File: src/rtl/cfg_serializer_pkg.sv
// Shared types and constants for the serial configuration master.
package cfg_serializer_pkg;

    typedef enum logic [2:0] {
        ST_IDLE   = 3'd0,
        ST_LOAD   = 3'd1,
        ST_ENABLE = 3'd2,
        ST_HIGH   = 3'd3,
        ST_LOW    = 3'd4,
        ST_DONE   = 3'd5
    } state_e;

    localparam int unsigned CFG_DEFAULT_WIDTH = 33;
    localparam logic [CFG_DEFAULT_WIDTH-1:0] CFG_DEFAULT_WORD = 33'h0_3C00_0000;

endpackage

File: src/rtl/cfg_serializer_shreg.sv
// Parallel-load shift register with selectable bit order; serial data enters
// at the end opposite to the serial output and vacated positions take sin_i.
module cfg_serializer_shreg #(
    parameter int unsigned WIDTH     = 33,
    parameter bit          LSB_FIRST = 1'b1
) (
    input  logic             clk,
    input  logic             rst_n,
    input  logic             load_i,
    input  logic [WIDTH-1:0] data_i,
    input  logic             shift_i,
    input  logic             sin_i,
    output logic             sout_o,
    output logic [WIDTH-1:0] q_o
);

    logic [WIDTH-1:0] sh_q;
    logic [WIDTH-1:0] sh_d;
    logic [WIDTH-1:0] shifted_c;

    generate
        if (WIDTH == 1) begin : g_w1
            assign shifted_c = sin_i;
        end else if (LSB_FIRST) begin : g_lsb
            assign shifted_c = {sin_i, sh_q[WIDTH-1:1]};
        end else begin : g_msb
            assign shifted_c = {sh_q[WIDTH-2:0], sin_i};
        end
    endgenerate

    always_comb begin
        sh_d = sh_q;
        if (load_i) begin
            sh_d = data_i;
        end else if (shift_i) begin
            sh_d = shifted_c;
        end
    end

    always_ff @(posedge clk or negedge rst_n) begin
        if (!rst_n) begin
            sh_q <= '0;
        end else begin
            sh_q <= sh_d;
        end
    end

    assign q_o    = sh_q;
    assign sout_o = LSB_FIRST ? sh_q[0] : sh_q[WIDTH-1];

endmodule

File: src/rtl/cfg_serializer.sv
// Serial configuration master: shifts a CFG_WIDTH-bit word out as ser_en/ser_clk/ser_data.
// Define CFG_SERIALIZER_READBACK_EN to add ser_din capture and the rb_data port.
module cfg_serializer
    import cfg_serializer_pkg::*;
#(
    parameter int unsigned CFG_WIDTH = CFG_DEFAULT_WIDTH,
    parameter int unsigned CLK_DIV   = 1,
    parameter bit          LSB_FIRST = 1'b1
) (
    input  logic                 clk,
    input  logic                 rst_n,
    input  logic                 start,
    input  logic [CFG_WIDTH-1:0] cfg_data,
    output logic                 busy,
    output logic                 done,
    output logic                 ser_en,
    output logic                 ser_clk,
    output logic                 ser_data
`ifdef CFG_SERIALIZER_READBACK_EN
    ,
    input  logic                 ser_din,
    output logic [CFG_WIDTH-1:0] rb_data
`endif
);

    localparam int unsigned BIT_W = $clog2(CFG_WIDTH + 1);
    localparam int unsigned DIV_W = $clog2(CLK_DIV + 1);
    localparam logic [BIT_W-1:0] LAST_BIT = BIT_W'(CFG_WIDTH - 1);
    localparam logic [DIV_W-1:0] LAST_DIV = DIV_W'(CLK_DIV - 1);

    state_e             state_q, state_d;
    logic [BIT_W-1:0]   bit_q, bit_d;
    logic [DIV_W-1:0]   div_q, div_d;
    logic               busy_q, busy_d;
    logic               done_q, done_d;
    logic               ser_en_q, ser_en_d;
    logic               ser_clk_q, ser_clk_d;
    logic               load_c;
    logic               shift_c;
    logic               div_last_c;
    logic               tx_sout;
    logic [CFG_WIDTH-1:0] tx_par_unused;

    assign div_last_c = (div_q == LAST_DIV);

    always_ff @(posedge clk or negedge rst_n) begin
        if (!rst_n) begin
            state_q   <= ST_IDLE;
            bit_q     <= '0;
            div_q     <= '0;
            busy_q    <= 1'b0;
            done_q    <= 1'b0;
            ser_en_q  <= 1'b0;
            ser_clk_q <= 1'b0;
        end else begin
            state_q   <= state_d;
            bit_q     <= bit_d;
            div_q     <= div_d;
            busy_q    <= busy_d;
            done_q    <= done_d;
            ser_en_q  <= ser_en_d;
            ser_clk_q <= ser_clk_d;
        end
    end

    // Outputs are decoded from the next state so each registered output matches its state.
    always_comb begin
        state_d = state_q;
        bit_d   = bit_q;
        div_d   = div_q;
        load_c  = 1'b0;
        shift_c = 1'b0;

        case (state_q)
            ST_IDLE: begin
                if (start) begin
                    load_c  = 1'b1;
                    bit_d   = '0;
                    div_d   = '0;
                    state_d = ST_LOAD;
                end
            end
            ST_LOAD: begin
                state_d = ST_ENABLE;
            end
            ST_ENABLE: begin
                div_d   = '0;
                state_d = ST_HIGH;
            end
            ST_HIGH: begin
                if (div_last_c) begin
                    div_d   = '0;
                    state_d = ST_LOW;
                end else begin
                    div_d = div_q + DIV_W'(1);
                end
            end
            ST_LOW: begin
                if (div_last_c) begin
                    div_d   = '0;
                    shift_c = 1'b1;
                    bit_d   = bit_q + BIT_W'(1);
                    state_d = (bit_q == LAST_BIT) ? ST_DONE : ST_HIGH;
                end else begin
                    div_d = div_q + DIV_W'(1);
                end
            end
            ST_DONE: begin
                state_d = ST_IDLE;
            end
            default: begin
                state_d = ST_IDLE;
            end
        endcase

        busy_d    = (state_d != ST_IDLE);
        done_d    = (state_d == ST_DONE);
        ser_clk_d = (state_d == ST_HIGH);
        ser_en_d  = ser_en_q;
        case (state_d)
            ST_IDLE: ser_en_d = ser_en_q;
            ST_LOAD: ser_en_d = 1'b0;
            default: ser_en_d = 1'b1;
        endcase
    end

    cfg_serializer_shreg #(
        .WIDTH     (CFG_WIDTH),
        .LSB_FIRST (LSB_FIRST)
    ) u_tx_shreg (
        .clk     (clk),
        .rst_n   (rst_n),
        .load_i  (load_c),
        .data_i  (cfg_data),
        .shift_i (shift_c),
        .sin_i   (1'b0),
        .sout_o  (tx_sout),
        .q_o     (tx_par_unused)
    );

`ifdef CFG_SERIALIZER_READBACK_EN
    logic                 cap_shift_c;
    logic                 cap_sout_unused;
    logic [CFG_WIDTH-1:0] cap_q;
    logic [CFG_WIDTH-1:0] rb_q;

    // Sample ser_din at the end of each high phase, while the core drives it stably.
    assign cap_shift_c = (state_q == ST_HIGH) && div_last_c;

    cfg_serializer_shreg #(
        .WIDTH     (CFG_WIDTH),
        .LSB_FIRST (LSB_FIRST)
    ) u_rb_shreg (
        .clk     (clk),
        .rst_n   (rst_n),
        .load_i  (load_c),
        .data_i  ({CFG_WIDTH{1'b0}}),
        .shift_i (cap_shift_c),
        .sin_i   (ser_din),
        .sout_o  (cap_sout_unused),
        .q_o     (cap_q)
    );

    always_ff @(posedge clk or negedge rst_n) begin
        if (!rst_n) begin
            rb_q <= '0;
        end else if (state_d == ST_DONE) begin
            rb_q <= cap_q;
        end
    end

    assign rb_data = rb_q;
`endif

    assign busy     = busy_q;
    assign done     = done_q;
    assign ser_en   = ser_en_q;
    assign ser_clk  = ser_clk_q;
    assign ser_data = tx_sout;

endmodule

File: config.mk
export PLATFORM = sky130hd
export DESIGN_NAME = cfg_serializer
export DESIGN_NICKNAME = d
export VERILOG_FILES = /design/src/rtl/cfg_serializer_pkg.sv /design/src/rtl/cfg_serializer_shreg.sv /design/src/rtl/cfg_serializer.sv
export SDC_FILE = /design/constraint.sdc
export NUM_CORES = 1
export LEC_CHECK = 0
export BUFFER_PORTS_ARGS = -buffer_cell sky130_fd_sc_hd__buf_2
export CAP_MARGIN = 20
export CORE_UTILIZATION = 40
export CTS_CLUSTER_SIZE = 8
export DETAILED_ROUTE_END_ITERATION = 6
export MAX_ROUTING_LAYER = met4
export PLACE_DENSITY = 0.65
export SYNTH_ARGS = -nofsm -noshare
export SYNTH_HDL_FRONTEND = slang
export SYNTH_HIERARCHICAL = 1
export SYNTH_SLANG_ARGS = --single-unit
File: constraint.sdc
create_clock -name clk -period 1.5 [get_ports clk]
set_input_delay 0.075 -clock clk [delete_from_list [all_inputs] [get_ports clk]]
set_output_delay 0.075 -clock clk [all_outputs]
set_load 0.02 [all_outputs]
Yosys cells after proc, flatten, opt, wreduce, memory -nomap -nowiden
Cells that the tools add are included.
{ "word_totals": {"output_inout_bits": 5, "in_bits": 36, "reg_bits": 47, "wordCells": 47} }
{ "classes": {"eq_ne": 10, "mux": 18, "add_sub_neg": 2, "reduce_logical": 9} }
{ "ops": {"columns": ["cell", "count"], "rows": [
  ["33-bit two-way mux", 2],
  ["3-bit case mux with 5 select lines", 1],
  ["3-bit two-way mux", 4],
  ["6-bit two-way mux", 2],
  ["6-bit case mux with 2 select lines", 1],
  ["3-bit by 2-bit == test with 1-bit output (second input constant)", 3],
  ["6-bit by 1-bit adder with 6-bit output (second input constant)", 1],
  ["3-bit by 1-bit == test with 1-bit output (second input constant)", 2],
  ["3-bit == test (second input constant)", 2],
  ["6-bit == test (second input constant)", 1],
  ["3-bit zero test", 2],
  ["1-bit two-way mux", 6],
  ["3-bit nonzero test", 2],
  ["2-bit != test (second input constant)", 2],
  ["2-bit nonzero test", 2],
  ["1-bit case mux with 3 select lines", 1],
  ["3-bit AND reduction", 1],
  ["1-bit case mux with 2 select lines", 1],
  ["2-bit AND reduction", 1],
  ["2-bit OR reduction", 1],
  ["1-bit adder (second input constant)", 1]
]} }

Depth between registers and ports, before layout
Gate-level depths: netlist of the first run.
{ "depth": {"word_depth": 6, "mapped_depth": 7, "depth_no_buf": 5} }

Modules after synthesis
Netlist of the first run, hierarchy kept.
{ "by_module_without_submodules": {"columns": ["mod", "seq_area_each_um2", "area_each_um2", "cells_each", "n_inst"], "rows": [
  ["cfg_serializer_shreg", 825.8, 1559.0, 144, 1],
  ["cfg_serializer", 325.3, 626.9, 61, 1]
]} }

Worst setup path before layout of the first run
No wires, ideal clock.
{ "synth_timing": {"path_kind": "reg2reg", "start": "reg state_q[1]", "end": "reg u_tx_shreg.sh_q[13], in the netlist u_tx_shreg/q_o[13]", "path_stages_with_launch": 6, "n_path_buf": 2, "required_ps": 1377, "path_slack_ps": -84, "period_less_slack_ps": 1584, "arrival_time_ps": 1460, "cell_sequence": "dfrtp_1 or4b_4 inv_1 buf_4 buf_2 o21ai_1"} }
{ "synth_via": {"elab_chain_len": 3} }
{ "synth_rtl": {"columns": ["element", "line_no", "source"], "rows": [
  ["start: declaration", "cfg_serializer.sv:31", "state_e state_q, state_d;"],
  ["start signal: assignment", "cfg_serializer.sv:56", "state_q <= state_d;"],
  ["3-bit zero test (*)", "cfg_serializer.sv:74", "case (state_q)"],
  ["1-bit two-way mux (*)", "cfg_serializer.sv:74", null],
  ["via load_c", "cfg_serializer.sv:38", "logic load_c;"],
  ["33-bit two-way mux or 2-bit nonzero test (tied branches)", null, null],
  ["end signal: assignment", "cfg_serializer_shreg.sv:42", "sh_q <= '0;"],
  ["end signal: assignment", "cfg_serializer_shreg.sv:44", "sh_q <= sh_d;"],
  ["end: declaration", "cfg_serializer_shreg.sv:17", "logic [WIDTH-1:0] sh_q;"]
]} }
Mark *: on every way through the listed nets, which the timed path passes. The rest lies on a longest branch.
A chain may end at the register's enable or synchronous reset.

Worst setup path in the final report of the first run
{ "layout_timing": {"start": "reg state_q[0]", "end": "reg u_tx_shreg.sh_q[7], in the netlist u_tx_shreg/q_o[7]"} }
Same word-level chain as after synthesis.

==> results of run 1 <==
[cell type report]
type / instances / area (µm²)
fillers: 447 / 2160
flip-flops and latches: 46 / 1150
multi-input cells: 141 / 908
repair buffers: 90 / 737
well taps: 70 / 87.6
clock buffers: 6 / 82.6
inverters: 5 / 31.3
clock inverters: 2 / 12.5
[path summary, 6_finish.rpt]
kind                                             endpoint  slack (ns)  depth (start not counted)
setup / recovery            u_tx_shreg/q_o[7]$_DFFE_PN0P_        0.07                          5
hold / removal             u_tx_shreg/q_o[18]$_DFFE_PN0P_       0.004                          3
setup reg to reg            u_tx_shreg/q_o[7]$_DFFE_PN0P_        0.07                          5
hold reg to reg                      bit_q[5]$_DFFE_PN0P_        0.50                          1
max in group asynchronous            state_q[1]$_DFF_PN0_        0.71                          3
min in group asynchronous   u_tx_shreg/q_o[7]$_DFFE_PN0P_        0.39                          3
[worst register-to-register path: stages, from the launching register on]
cell and delay, ns:
dfrtp_1 0.41, or4b_4 0.57, inv_8 0.11, clkbuf_16 0.16, nand2_1 0.05, o21ai_1 0.07
[sequential cells by signal, indices dropped and copies added, names as in the netlist]
register        cells
bit_q               6
busy                1
done                1
ser_clk             1
ser_en              1
state_q             3
u_tx_shreg/q_o     33
[through the flow]
stage	setup TNS, ns	util [%]	worst slack, ns
2_1_floorplan	0	-	0.0179
3_3_place_gp	0	48.0	0.0561
3_5_place_dp	0	48.0	0.0409
4_1_cts	0	56.3	0.0184
5_1_grt	-0.0273	58.2	-0.0124
6_report	0	58.2	0.0671
[per-layer routing]
metal	GRT usage (%)	wire length [µm]	vias up
met5	-	0	-
met4	6.79	63	0
met3	4.37	160	6
met2	28.5	2140	32
met1	20.0	2170	791
li1	-	-	873
[power by group through the flow]
stage	Combinational, W	Sequential (W)	Clock (W)
2_1_floorplan	0.00138	0.00210	0
3_3_place_gp	0.00180	0.00209	0
3_5_place_dp	0.00185	0.00210	0
4_1_cts	0.00191	0.00208	0.000829
5_1_grt	0.00234	0.00216	0.000859
6_report	0.00209	0.00209	0.000788
[timing repair]
item / 4_1_cts / 5_1_grt
resized for setup: 0 / 13
setup buffers: 0 / 1
endpoints found under the setup margin: 0 / 33
hold buffers: 33 / 0
hold endpoints to repair: 78 / 0
==> results_dict.tcl, run 1 <==
set metrics [dict create \
    cts_root_buf "clkbuf_8" \
    status "complete, no violations" \
    switchingPower_w 0.00175 \
    switching_share_pct 35.3 \
    cts_buffers 5 \
    finalSetupViolCount 0 \
    finalNonFillerCells 360 \
    dieArea_um2 5740 \
    cts_tree "done" \
    clk_pin_slew_worst_paths_ns 0.09 \
    syn_area_per_cell_um2 10.7 \
    critPathSlowestCell "or4b_4" \
    worstSetupPathType "flop to flop" \
    timing.fmax_mhz 698 \
    layout_commonest_cell "dfrtp_1" \
    worst_ep_required_time_ns 1.73 \
    r2r_start "state_q[0]$_DFF_PN0_" \
    antenna_found_initial 0 \
    drv_slew 0 \
    core_area_um2 5170 \
    hold_violations 0 \
    grt_pass1_wl_um 7110 \
    startpoint "state_q[0]$_DFF_PN0_" \
    max-clock-path-buffers 2 \
    slew_headroom_pct 61.3 \
    drt_iter0_drc 41 \
    std_cell_rows 26 \
    dp_hpwl_um 2710 \
    cp_top_family "simple AND/OR/NAND/NOR gates" \
    fin_skew_ns 0.00742 \
    netlist_instances 204 \
    vias_per_cell 4.73 \
    dr.pass1.iters 4 \
    area_growth_pct 38.2 \
    place_inst 316 \
    final_nets 327 \
    cpPeakStageDelay_ns 0.57 \
    fin_crit_ns 1.43 \
    grt_max_degree 47 \
    min_path_type "primary input to flop" \
    leakage_nw 1.31 \
    tightest_slew_ns 0.581 \
    p_total_w 0.00497 \
    place_area_um2 2480 \
    clk_latency_ns 0.30 \
    gp_congestion 0.731 \
    die_h_um 75.8 \
    clkPwrFrac_pct 15.9 \
    final_cell_mix "dfrtp_1, buf_2, nand2_1" \
    power_frac_comb_pct 42.0 \
    track_usage_pct 17.2 \
    crit_buf_inv 2 \
    pin_count 41 \
    via_count 1702 \
    ir_drop_mv 0.580 \
    port_buffers 40 \
    grt_pass1_vias 1638 \
    hp-start "cfg_data[18]" \
    path_max_fanout 15 \
    drc 0 \
    max_cap_viol_count 0 \
    wirelength_um 4540 \
    htree_num_levels 2 \
    startpoint_type "flop" \
    rsz0062_at_grt "true" \
    avgRoutedWirePerCell_um 12.6 \
    start_util_pct 42.1 \
    syn-num-nets 242 \
    die_w_um 75.8 \
    clock-sinks 46 \
    pwr-share-seq_pct 42.1 \
    syn_area_um2 2180 \
    drtAntennaViolNets 0 \
    ys_warn_count 6 \
    hold_slack_ns 0.00410 \
    design_area_um2 3010 \
    cellInternalPower_w 0.00321 \
    worstSetupEndpointType "flop" \
    period_share_pct 95.5 \
    arrival_ns 1.66 \
    cp_cell_sequence "or4b_4 > inv_8 > clkbuf_16 > nand2_1 > o21ai_1" \
    drive_above_1_share_pct 25.5 \
    power_density_nw_per_um2 1650 \
    grt_overflow 0 \
    antenna_cells 0 \
]
(Power assumes the default switching activity.)
==> run 2, diff against run 1 <==
BUFFER_PORTS_ARGS = unset   (was -buffer_cell sky130_fd_sc_hd__buf_2)
DONT_BUFFER_PORTS = 1   (was unset)
PLACE_DENSITY = 0.58   (was 0.65)
==> results_dict.tcl, run 2 (synthesis results as in run 1) <==
set metrics [dict create \
    drv_slew 0 \
    p_total_w 0.00512 \
    clock-sinks 46 \
    worstSetupEndpointType "flop" \
    drive_above_1_share_pct 12.6 \
    dieArea_um2 5740 \
    die_h_um 75.8 \
    timing.fmax_mhz 695 \
    r2r_cells 5 \
    worst_ep_required_time_ns 1.72 \
    fin_skew_ns 0.00898 \
    clk_pin_slew_worst_paths_ns 0.09 \
    track_usage_pct 16.0 \
    grt_max_degree 47 \
    vias_per_cell 4.99 \
    drtAntennaViolNets 0 \
    cts_buffers 5 \
    wirelength_um 4410 \
    grt_pass1_wl_um 6530 \
    finish.utilization_pct 56.8 \
    drc 0 \
    path_max_fanout 19 \
    avgRoutedWirePerCell_um 13.6 \
    drt_iter0_drc 81 \
    layout_commonest_cell "dfrtp_1" \
    max-clock-path-buffers 2 \
    final_nets 290 \
    cts_tree "done" \
    cts_root_buf "clkbuf_8" \
    core_area_um2 5170 \
    htree_num_levels 2 \
    grt_pass1_vias 1548 \
    r2r_start "state_q[2]$_DFF_PN0_" \
    finalNonFillerCells 323 \
    ir_drop_mv 0.682 \
    r2r_setup_slack_ns 0.06 \
    pin_count 41 \
    area_growth_pct 34.9 \
    fin_setup_tns_ns 0 \
    period_share_pct 96.0 \
    std_cell_rows 26 \
    max_cap_viol_count 0 \
    min_path_type "primary input to flop" \
    largest_register_ffs 33 \
    startpoint_type "flop" \
    hp-start "start" \
    cts_setup_buffers 0 \
    gp_congestion 0.779 \
    place_inst 273 \
    regArea_um2 1150 \
    arrival_ns 1.66 \
    n_fill_cell 454 \
    port_buffers 0 \
    start_util_pct 42.1 \
    timing.rr.end "u_tx_shreg/q_o[10]$_DFFE_PN0P_" \
    via_count 1613 \
    dp_hpwl_um 2540 \
    hold-path-endpoint "bit_q[1]$_DFFE_PN0P_" \
    final_cell_mix "dfrtp_1, nand2_1, mux2i_1, dlygate4sd3_1, o21ai_1" \
    grt_overflow 0 \
    hold_violations 0 \
    antenna_found_initial 0 \
    power_density_nw_per_um2 1740 \
    die_w_um 75.8 \
    clk_latency_ns 0.30 \
    leakage_nw 1.20 \
    finalSetupViolCount 0 \
    dr.pass1.iters 4 \
    antenna_cells 0 \
    status "complete, no violations" \
    worstSetupPathType "flop to flop" \
    holdPathStages 2 \
    fin_crit_ns 1.44 \
    multi_input_area_um2 905 \
]
## run 2: layout make-up
cell class              instances  share of cell area (%)
flip-flops and latches         46                    39.2
multi-input cells             141                    30.8
repair buffers                 53                    22.3
well taps                      70                    2.98
clock buffers                   6                    2.47
clock inverters                 2                    1.28
inverters                       5                    1.06
## run 2: stage by stage
stage / hold slack, ns / area (µm²) / setup WS, ns
floorplan: -0.221 / 2200 / 0.0179
global placement: -0.219 / 2290 / 0.0573
detailed placement: -0.220 / 2290 / 0.0313
CTS: 0.119 / 2780 / 0.0170
global route: 0.140 / 2940 / -0.00549
finish: 0.124 / 2940 / 0.0603
## run 2: repair_timing
action | CTS | global route
endpoints found under the hold margin | 82 | 0
gates resized for setup | 0 | 10
hold buffers | 36 | 0
endpoints found under the setup margin | 0 | 26
## run 2: worst max-delay path, stage by stage, from the launching register on
cell and delay, ns:
dfrtp_1 0.38, or4b_4 0.59, inv_8 0.11, buf_12 0.14
nand2_1 0.07, o21ai_1 0.08
## run 2: power by group
| group | switching, W | internal [W] |
|---|---|---|
| Sequential | 0.000352 | 0.00178 |
| Clock | 0.000414 | 0.000497 |
| Combinational | 0.000976 | 0.00109 |
| Total | 0.00174 | 0.00337 |
## run 2: worst max-delay path by stage
stage               cells after the start                 start  slack (ns)                              to
floorplan                               6  state_q[0]$_DFF_PN0_        0.02  u_tx_shreg/q_o[10]$_DFFE_PN0P_
global placement                        5  state_q[0]$_DFF_PN0_        0.06   u_tx_shreg/q_o[2]$_DFFE_PN0P_
detailed placement                      4  state_q[2]$_DFF_PN0_        0.03  u_tx_shreg/q_o[30]$_DFFE_PN0P_
CTS                                     5  state_q[2]$_DFF_PN0_        0.02   u_tx_shreg/q_o[7]$_DFFE_PN0P_
global route                            5  state_q[2]$_DFF_PN0_      -0.005   u_tx_shreg/q_o[4]$_DFFE_PN0P_
finish                                  5  state_q[2]$_DFF_PN0_        0.06  u_tx_shreg/q_o[10]$_DFFE_PN0P_
## run 2: layer usage
metal  global-route usage [%]  vias up  part of all wire, %
li1                         -      798                    -
met1                     18.2      776                   48
met2                     25.8       31                   47
met3                     4.37        8                  3.3
met4                     8.02        0                  1.7
met5                        -        -                    0
